File: src/rtl/bcd_7seg_scan.sv
// Multiplexed seven-segment driver for packed BCD words; new words are applied at frame boundaries.
// Optional leading-zero blanking is enabled by defining LZ_BLANK_EN.
module bcd_7seg_scan #(
  parameter int N_DIGITS    = 8,
  parameter int REFRESH_DIV = 100000,
  parameter int GUARD       = 4
) (
  input  logic                    Clk,
  input  logic                    Rst_n,
  input  logic [4*N_DIGITS-1:0]   Bcd,
  input  logic [N_DIGITS-1:0]     Dp,
  input  logic                    Valid,
  input  logic                    Blank,
  output logic [6:0]              Seg,
  output logic                    DpOut,
  output logic [N_DIGITS-1:0]     An,
  output logic                    Pending
);

  localparam int CW = $clog2(REFRESH_DIV);
  localparam int IW = $clog2(N_DIGITS);
  localparam logic [CW-1:0]       CNT_LAST  = CW'(REFRESH_DIV - 1);
  localparam logic [CW-1:0]       CNT_GUARD = CW'(GUARD);
  localparam logic [IW-1:0]       IDX_LAST  = IW'(N_DIGITS - 1);
  localparam logic [N_DIGITS-1:0] AN_ONE    = N_DIGITS'(1);

  function automatic logic [6:0] seg_decode(input logic [3:0] d);
    logic [6:0] s;
    case (d)
      4'd0:    s = 7'b1000000;
      4'd1:    s = 7'b1111001;
      4'd2:    s = 7'b0100100;
      4'd3:    s = 7'b0110000;
      4'd4:    s = 7'b0011001;
      4'd5:    s = 7'b0010010;
      4'd6:    s = 7'b0000010;
      4'd7:    s = 7'b1111000;
      4'd8:    s = 7'b0000000;
      4'd9:    s = 7'b0010000;
      default: s = 7'b0111111;
    endcase
    return s;
  endfunction

  logic [CW-1:0]         cnt_p0;
  logic [IW-1:0]         idx_p0;
  logic [4*N_DIGITS-1:0] pend_bcd, disp_bcd;
  logic [N_DIGITS-1:0]   pend_dp, disp_dp;
  logic                  pending_q;
  logic [6:0]            seg_p1;
  logic                  dp_p1;
  logic [N_DIGITS-1:0]   an_p1;

  logic                  frame_end;
  logic [N_DIGITS-1:0]   lz_mask;
  logic [3:0]            cur_digit;
  logic                  cur_dp;
  logic                  cur_lz;

  assign frame_end = (cnt_p0 == CNT_LAST) && (idx_p0 == IDX_LAST);

`ifdef LZ_BLANK_EN
  logic upper_zero;

  // Digit k is suppressed while it and every more-significant digit are zero.
  always_comb begin
    upper_zero = 1'b1;
    lz_mask    = '0;
    for (int k = N_DIGITS - 1; k >= 1; k--) begin
      upper_zero = upper_zero & (disp_bcd[4*k +: 4] == 4'd0);
      lz_mask[k] = upper_zero;
    end
  end
`else
  assign lz_mask = '0;
`endif

  always_comb begin
    cur_digit = 4'd0;
    cur_dp    = 1'b0;
    cur_lz    = 1'b0;
    for (int k = 0; k < N_DIGITS; k++) begin
      if (idx_p0 == IW'(k)) begin
        cur_digit = disp_bcd[4*k +: 4];
        cur_dp    = disp_dp[k];
        cur_lz    = lz_mask[k];
      end
    end
  end

  always_ff @(posedge Clk) begin
    if (!Rst_n) begin
      cnt_p0    <= '0;
      idx_p0    <= '0;
      pend_bcd  <= '0;
      pend_dp   <= '0;
      disp_bcd  <= '0;
      disp_dp   <= '0;
      pending_q <= 1'b0;
      seg_p1    <= 7'h7F;
      dp_p1     <= 1'b1;
      an_p1     <= '1;
    end else begin
      // p0: slot counter and digit index
      if (cnt_p0 == CNT_LAST) begin
        cnt_p0 <= '0;
        idx_p0 <= (idx_p0 == IDX_LAST) ? '0 : idx_p0 + IW'(1);
      end else begin
        cnt_p0 <= cnt_p0 + CW'(1);
      end

      // Display takes the old pending word even when a new one lands on the same edge.
      if (frame_end && pending_q) begin
        disp_bcd <= pend_bcd;
        disp_dp  <= pend_dp;
      end
      if (Valid) begin
        pend_bcd <= Bcd;
        pend_dp  <= Dp;
      end
      if (Valid)
        pending_q <= 1'b1;
      else if (frame_end)
        pending_q <= 1'b0;

      // p1: registered segment, decimal point and anode drive
      seg_p1 <= cur_lz ? 7'h7F : seg_decode(cur_digit);
      dp_p1  <= ~cur_dp;
      an_p1  <= ((cnt_p0 >= CNT_GUARD) && !Blank && !cur_lz) ? ~(AN_ONE << idx_p0) : '1;
    end
  end

  assign Seg     = seg_p1;
  assign DpOut   = dp_p1;
  assign An      = an_p1;
  assign Pending = pending_q;

endmodule

File: config.mk
export PLATFORM = sky130hd
export DESIGN_NAME = bcd_7seg_scan
export DESIGN_NICKNAME = d
export VERILOG_FILES = /design/src/rtl/bcd_7seg_scan.sv
export SDC_FILE = /design/constraint.sdc
export NUM_CORES = 1
export LEC_CHECK = 0
export CELL_PAD_IN_SITES_DETAIL_PLACEMENT = 1
export CELL_PAD_IN_SITES_GLOBAL_PLACEMENT = 2
export CORE_UTILIZATION = 41
export CTS_BUF_LIST = sky130_fd_sc_hd__clkbuf_4
export DETAILED_ROUTE_END_ITERATION = 8
export DONT_BUFFER_PORTS = 1
export PLACE_DENSITY = 0.85
export SLEW_MARGIN = 20
export SYNTH_ARGS = -nofsm -noshare
export SYNTH_HDL_FRONTEND = slang
export SYNTH_SLANG_ARGS = --single-unit
File: constraint.sdc
create_clock -name Clk -period 3.7 [get_ports Clk]
set_input_delay 0.74 -clock Clk [delete_from_list [all_inputs] [get_ports Clk]]
set_output_delay 0.74 -clock Clk [all_outputs]
set_load 0.005 [all_outputs]
Word-level counts from Yosys, hierarchy flattened. Memory sizes are Yosys's and may differ from the RTL's. A register that Yosys moved wholly into a read port is not among the register bits. Cells that the tools add are included. Widths: inputs -> output; s select.

Register bits after elaboration: 110. Bits in read-only memories: 112. Bits of input ports: 44. Output and inout bits: 17. Logic and storage cells: 53. Memories: 1.

Memories: (no name shown) (words 16, bits a word 7, read ports 1, clocked after Yosys merged registers in 1, write ports 0, line 29) `case (d)`.

$add $sub $neg: 2. Order comparisons: 1. Equality and inequality tests: 8. Shift operators: 1. Mux-type cells: 19. Bitwise gates (word level): 3. Reduce and logical (&&, ||, !) cells: 9.

Operators with widths (count): $mux 4 (8); $add 17x1->17 const B (1); $eq 17x17->1 const B (1); $ge 17x3->1 const B (1); $eq 3x3->1 const B (4); $mux 1 (10); $not 8->8 (1); $shl 1x3->8 const A (1); $eq 3x2->1 const B (2); $add 3x1->3 const B (1); $eq 3x1->1 const B (1); $logic_and 1x1->1 (3); $logic_not 3->1 (1); $mux 3 (1); $logic_not 1->1 (2); $not 1->1 (2); $reduce_and 2->1 (1); $reduce_bool 2->1 (1); $reduce_or 2->1 (1).

Longest topological paths before layout.
Depth after elaboration: 10. Gate-level depth with buffers: 12. Depth with buffers taken out: 10.

Worst setup path after synthesis. No wires, ideal clock.

Path type: register to register. Start: register idx_p0[2]. End: register seg_p1[3], in the netlist Seg[3]. Library setup time: 0.124 ns. Arrival time: 2.466 ns. Required time: 3.576 ns. Slack: 1.110 ns. Stages on the path, launching flop included: 13. Buffers on the path: 2. Clock period less this slack: 2.590 ns. Path through: dfxtp_1 > clkbuf_2 > clkinv_1 > ha_1 > clkbuf_1 > a211o_1 > a31oi_1 > o32ai_1 > mux2_4 > ha_1 > o21ai_0 > nor3b_1 > a21oi_1.

Longest elaborated chain between the ends: 9. Elaborated cells between the ends (all ways): 16. Those cells by class: eq/ne (7); mux (8); reduce/logical (1).

RTL lines: start, declared (line 46) `logic [IW-1:0] idx_p0;`; start signal, assigned (line 107) `idx_p0 <= (idx_p0 == IDX_LAST) ? '0 : idx_p0 + IW'(1);`; $logic_not 3->1 (line 83) `if (idx_p0 == IW'(k)) begin`; $mux 4 (7 in a row) (line 83); $mux 4 * (line 83); end, declared (line 50) `logic [6:0] seg_p1;`.

Every way passes the cells marked *; elsewhere a longest branch is shown, timed or not. A chain may end at the register's enable or synchronous reset.

Worst setup path after layout.
Start: register idx_p0[1]. End: register seg_p1[3], in the netlist Seg[3].

Same word-level chain as after synthesis.

==> flow_summary.ini <==
[outcome]
result_of_the_run = completed

[global_route]
grt_max_degree = 98
grtUsageTotal_pct = 18.6
initial_antenna_violation_count = 0
globalRouteOverflowTotal = 0
grt_pass1_wl_microns = 18500
vias_in_the_first_global_route = 3693

[power]
powerDensity_nw_per_um2 = 438
p_switching_w = 0.000505
power.share.combinational_pct = 2.8
finalPower_w = 0.00239
max-vdd-ir-drop_mv = 0.165
power.clock.fraction_pct = 42.2
share_seq_of_total_power_pct = 54.9
power.internal_w = 0.00189
power.switching_fraction_pct = 21.1
leakagePower_nw = 2.04

[placement]
port_buffers = 0
gpl.final_weighted_congestion = 0.833
post-dp-hpwl_microns = 7820

[route]
drt_first_iter_violations = 155
avgRoutedWirePerCell_microns = 15.6
antenna_left = 0
route.detailed.drc = 0
viasPerCell = 5.15
dr.pass1.iters = 4
routed_wirelength_microns = 11300
vias = 3744

[sta]
unrepaired_setup_endpoints_after_global_routing = no
setup_viol = 0
finalMaxSlewViolations = 0
worst-slew-pin-transition_ps = 871
totalNegativeSetupSlack_ps = 0
worst_clock_skew_ps = 14.3
finalWorstPathRequiredPeriod_ps = 2920
hold_viol_final = 0
fin_crit_sh_pct = 79.0
max_freq_mhz = 342
max-slew-margin-rel_pct = 41.8

[yosys]
syn_inst = 561
flop_and_latch_count_out_of_synthesis = 117
synth-async-reset-ratio_pct = 0
post_synthesis_cell_area_sq_um = 5090
synth.yosys.seq_area_share_pct = 46.0
synthesized_netlist_net_count = 614
commonest_register_cell_after_synthesis = sky130_fd_sc_hd__dfxtp_1
synth_warnings = 0
post_synth.cell_area_avg_sq_um = 9.08
synth_enable_flop_cells = 0
synth_cell_types = 63

[finish]
area.growth.synth_to_final_pct = 7.15
antenna_cells_inserted = 0
n_fill_cell = 1419
finish.net_count = 599
drive_above_1_share_pct = 7.33
area.sequential_sq_um = 2340
multi_input_comb_area_sq_um = 2520

[clocking]
cts_buffers = 17
clock_tree.buffer_depth = 2
worstSkewPairLatency_ps = 530
count_of_instances_resized_after_the_clock_tree_is_built = 0
count_of_h_tree_levels_built_during_cts = 4
cts_tree = done
cts_hold_buf = 0
post_cts_buffers = 0
clk_pin_slew_worst_paths_ps = 90
clock-root-buffer = sky130_fd_sc_hd__clkbuf_4
number_of_sinks_on_the_clock_net = 117

[critical_path]
critPathCaptureType = flip-flop
worst-path-max-fanout = 22
setup.worst_path.start = idx_p0[1]
r2r-start = idx_p0[1]
required_ps = 4110
criticalPathCategory = flip-flop to flip-flop
critPathArrivalTime_ps = 3330
worstSetupStartpointType = flip-flop

[floorplanning]
core_area_sq_um = 12100
starting_density_pct = 42.2
die_w_microns = 113
die_height_microns = 113
pin_count = 61
die-area_sq_um = 12900
rows = 40

[flow_run]
cap_violations = 0

[min_path]
timing.hold.worst.start = Rst_n
worst_hold_path_type = input pin to flip-flop
through the flow:
step / setup slack (ps) / std cells / hold slack, ps / cell area (sq um) / util, %
2_1_floorplan: 1110 / 561 / 426 / 5090 / -
3_3_place_gp: 1000 / 695 / 445 / 5140 / 42.7
3_5_place_dp: 847 / 695 / 448 / 5140 / 42.7
4_1_cts: 816 / 727 / 210 / 5460 / 45.2
5_1_grt: 589 / 727 / 250 / 5460 / 45.2
6_report: 776 / 727 / 309 / 5460 / 45.2
layout make-up:
class,instances,area share (%)
clock inverter,12,2.94
inverter,9,0.619
multi-input combinational,398,46.3
sequential,117,42.9
tap,168,3.85
timing repair buffer,3,0.642
clock buffer,20,2.75
sequential cells by signal (all words and copies together), names as in the netlist:
register and flops:
disp_bcd 32, pend_bcd 32, cnt_p0 17, An 8, disp_dp 8, pend_dp 8
Seg 7, idx_p0 3, DpOut 1, Pending 1
critical path, stage by stage (launching register included):
cell and delay [ps]:
sky130_fd_sc_hd__dfxtp_1 350, sky130_fd_sc_hd__inv_1 90, sky130_fd_sc_hd__ha_1 620, sky130_fd_sc_hd__and2b_1 290, sky130_fd_sc_hd__a221oi_1 280, sky130_fd_sc_hd__o32ai_1 190, sky130_fd_sc_hd__mux2_4 320, sky130_fd_sc_hd__ha_1 290
sky130_fd_sc_hd__o21ai_0 90, sky130_fd_sc_hd__nor3b_1 220, sky130_fd_sc_hd__a21oi_1 70
cell families after synthesis:
| family | count (synthesis) | synth area share [%] |
|---|---|---|
| compound gates | 101 | 14.3 |
| xor+xnor | 15 | 2.58 |
| fa+ha+maj | 9 | 2.21 |
| buf+inv | 46 | 4.42 |
| flops | 117 | 46.0 |
| mux | 41 | 8.16 |
| simple gates | 232 | 22.4 |
per-layer routing:
metal | routed length [microns] | GRT usage, %
met3 | 468 | 5.79
met5 | 0 | 0
met1 | 5610 | 24.4
met2 | 5090 | 28.6
met4 | 147 | 7.37
synthesized netlist by cell type (4+ instances only):
master / count / area [sq um]
sky130_fd_sc_hd__a211oi_1: 5 / 37.5
sky130_fd_sc_hd__nor2_1: 25 / 93.8
sky130_fd_sc_hd__dfxtp_1: 117 / 2340
sky130_fd_sc_hd__nor4_1: 4 / 25.0
sky130_fd_sc_hd__o21ai_0: 12 / 60.1
sky130_fd_sc_hd__ha_1: 9 / 113
sky130_fd_sc_hd__mux2i_1: 40 / 400
sky130_fd_sc_hd__a21boi_1: 40 / 300
sky130_fd_sc_hd__a31oi_1: 4 / 25.0
sky130_fd_sc_hd__and3_1: 8 / 50.1
sky130_fd_sc_hd__nor2b_1: 47 / 294
sky130_fd_sc_hd__xnor2_1: 6 / 52.6
sky130_fd_sc_hd__xor2_1: 9 / 78.8
sky130_fd_sc_hd__clkbuf_1: 22 / 82.6
sky130_fd_sc_hd__nand2_1: 104 / 390
sky130_fd_sc_hd__buf_2: 5 / 25.0
sky130_fd_sc_hd__nor3_1: 4 / 20.0
sky130_fd_sc_hd__inv_1: 8 / 30.0
sky130_fd_sc_hd__a21oi_1: 12 / 60.1
sky130_fd_sc_hd__nand3_1: 16 / 80.1
sky130_fd_sc_hd__and2_1: 4 / 25.0
sky130_fd_sc_hd__buf_4: 5 / 37.5
layout by cell type, fill, tap and decap left out, types with 3 or more instances in the layout:
cell type | netlist | layout
sky130_fd_sc_hd__nand2b_1 | 3 | 3
sky130_fd_sc_hd__a21boi_0 | 3 | 3
sky130_fd_sc_hd__inv_1 | 8 | 8
sky130_fd_sc_hd__nand3_1 | 16 | 16
sky130_fd_sc_hd__dfxtp_1 | 117 | 117
sky130_fd_sc_hd__mux2i_1 | 40 | 40
sky130_fd_sc_hd__a21boi_1 | 40 | 40
sky130_fd_sc_hd__xnor2_1 | 6 | 6
sky130_fd_sc_hd__nor4_1 | 4 | 4
sky130_fd_sc_hd__clkinv_2 | 0 | 5
sky130_fd_sc_hd__nor2b_1 | 47 | 47
sky130_fd_sc_hd__clkinv_1 | 1 | 3
sky130_fd_sc_hd__o21ai_0 | 12 | 12
sky130_fd_sc_hd__a21oi_1 | 12 | 12
sky130_fd_sc_hd__a211oi_1 | 5 | 5
sky130_fd_sc_hd__nor3_1 | 4 | 4
sky130_fd_sc_hd__a31oi_1 | 4 | 4
sky130_fd_sc_hd__xor2_1 | 9 | 9
sky130_fd_sc_hd__nor2_1 | 25 | 25
sky130_fd_sc_hd__and2_1 | 4 | 4
sky130_fd_sc_hd__a32oi_1 | 3 | 3
sky130_fd_sc_hd__bufinv_16 | 0 | 4
sky130_fd_sc_hd__and3_1 | 8 | 8
sky130_fd_sc_hd__ha_1 | 9 | 9
sky130_fd_sc_hd__nand2_1 | 104 | 104
sky130_fd_sc_hd__clkbuf_4 | 0 | 20
final timing paths:
kind | to | slack (ps) | cells after the start
max | Seg[3] | 780 | 10
min | Seg[6] | 310 | 1
max reg2reg | Seg[3] | 780 | 10
min reg2reg | disp_bcd[11] | 460 | 2
power groups by stage:
stage	logic [W]	registers (W)	clock network, W
4_1_cts	0.0000697	0.00131	0.00105
6_report	0.0000680	0.00131	0.00101
2_1_floorplan	0.0000816	0.00133	0
5_1_grt	0.0000757	0.00132	0.00111
3_5_place_dp	0.0000695	0.00134	0
3_3_place_gp	0.0000660	0.00134	0
Power figures use the tool's default switching activity.
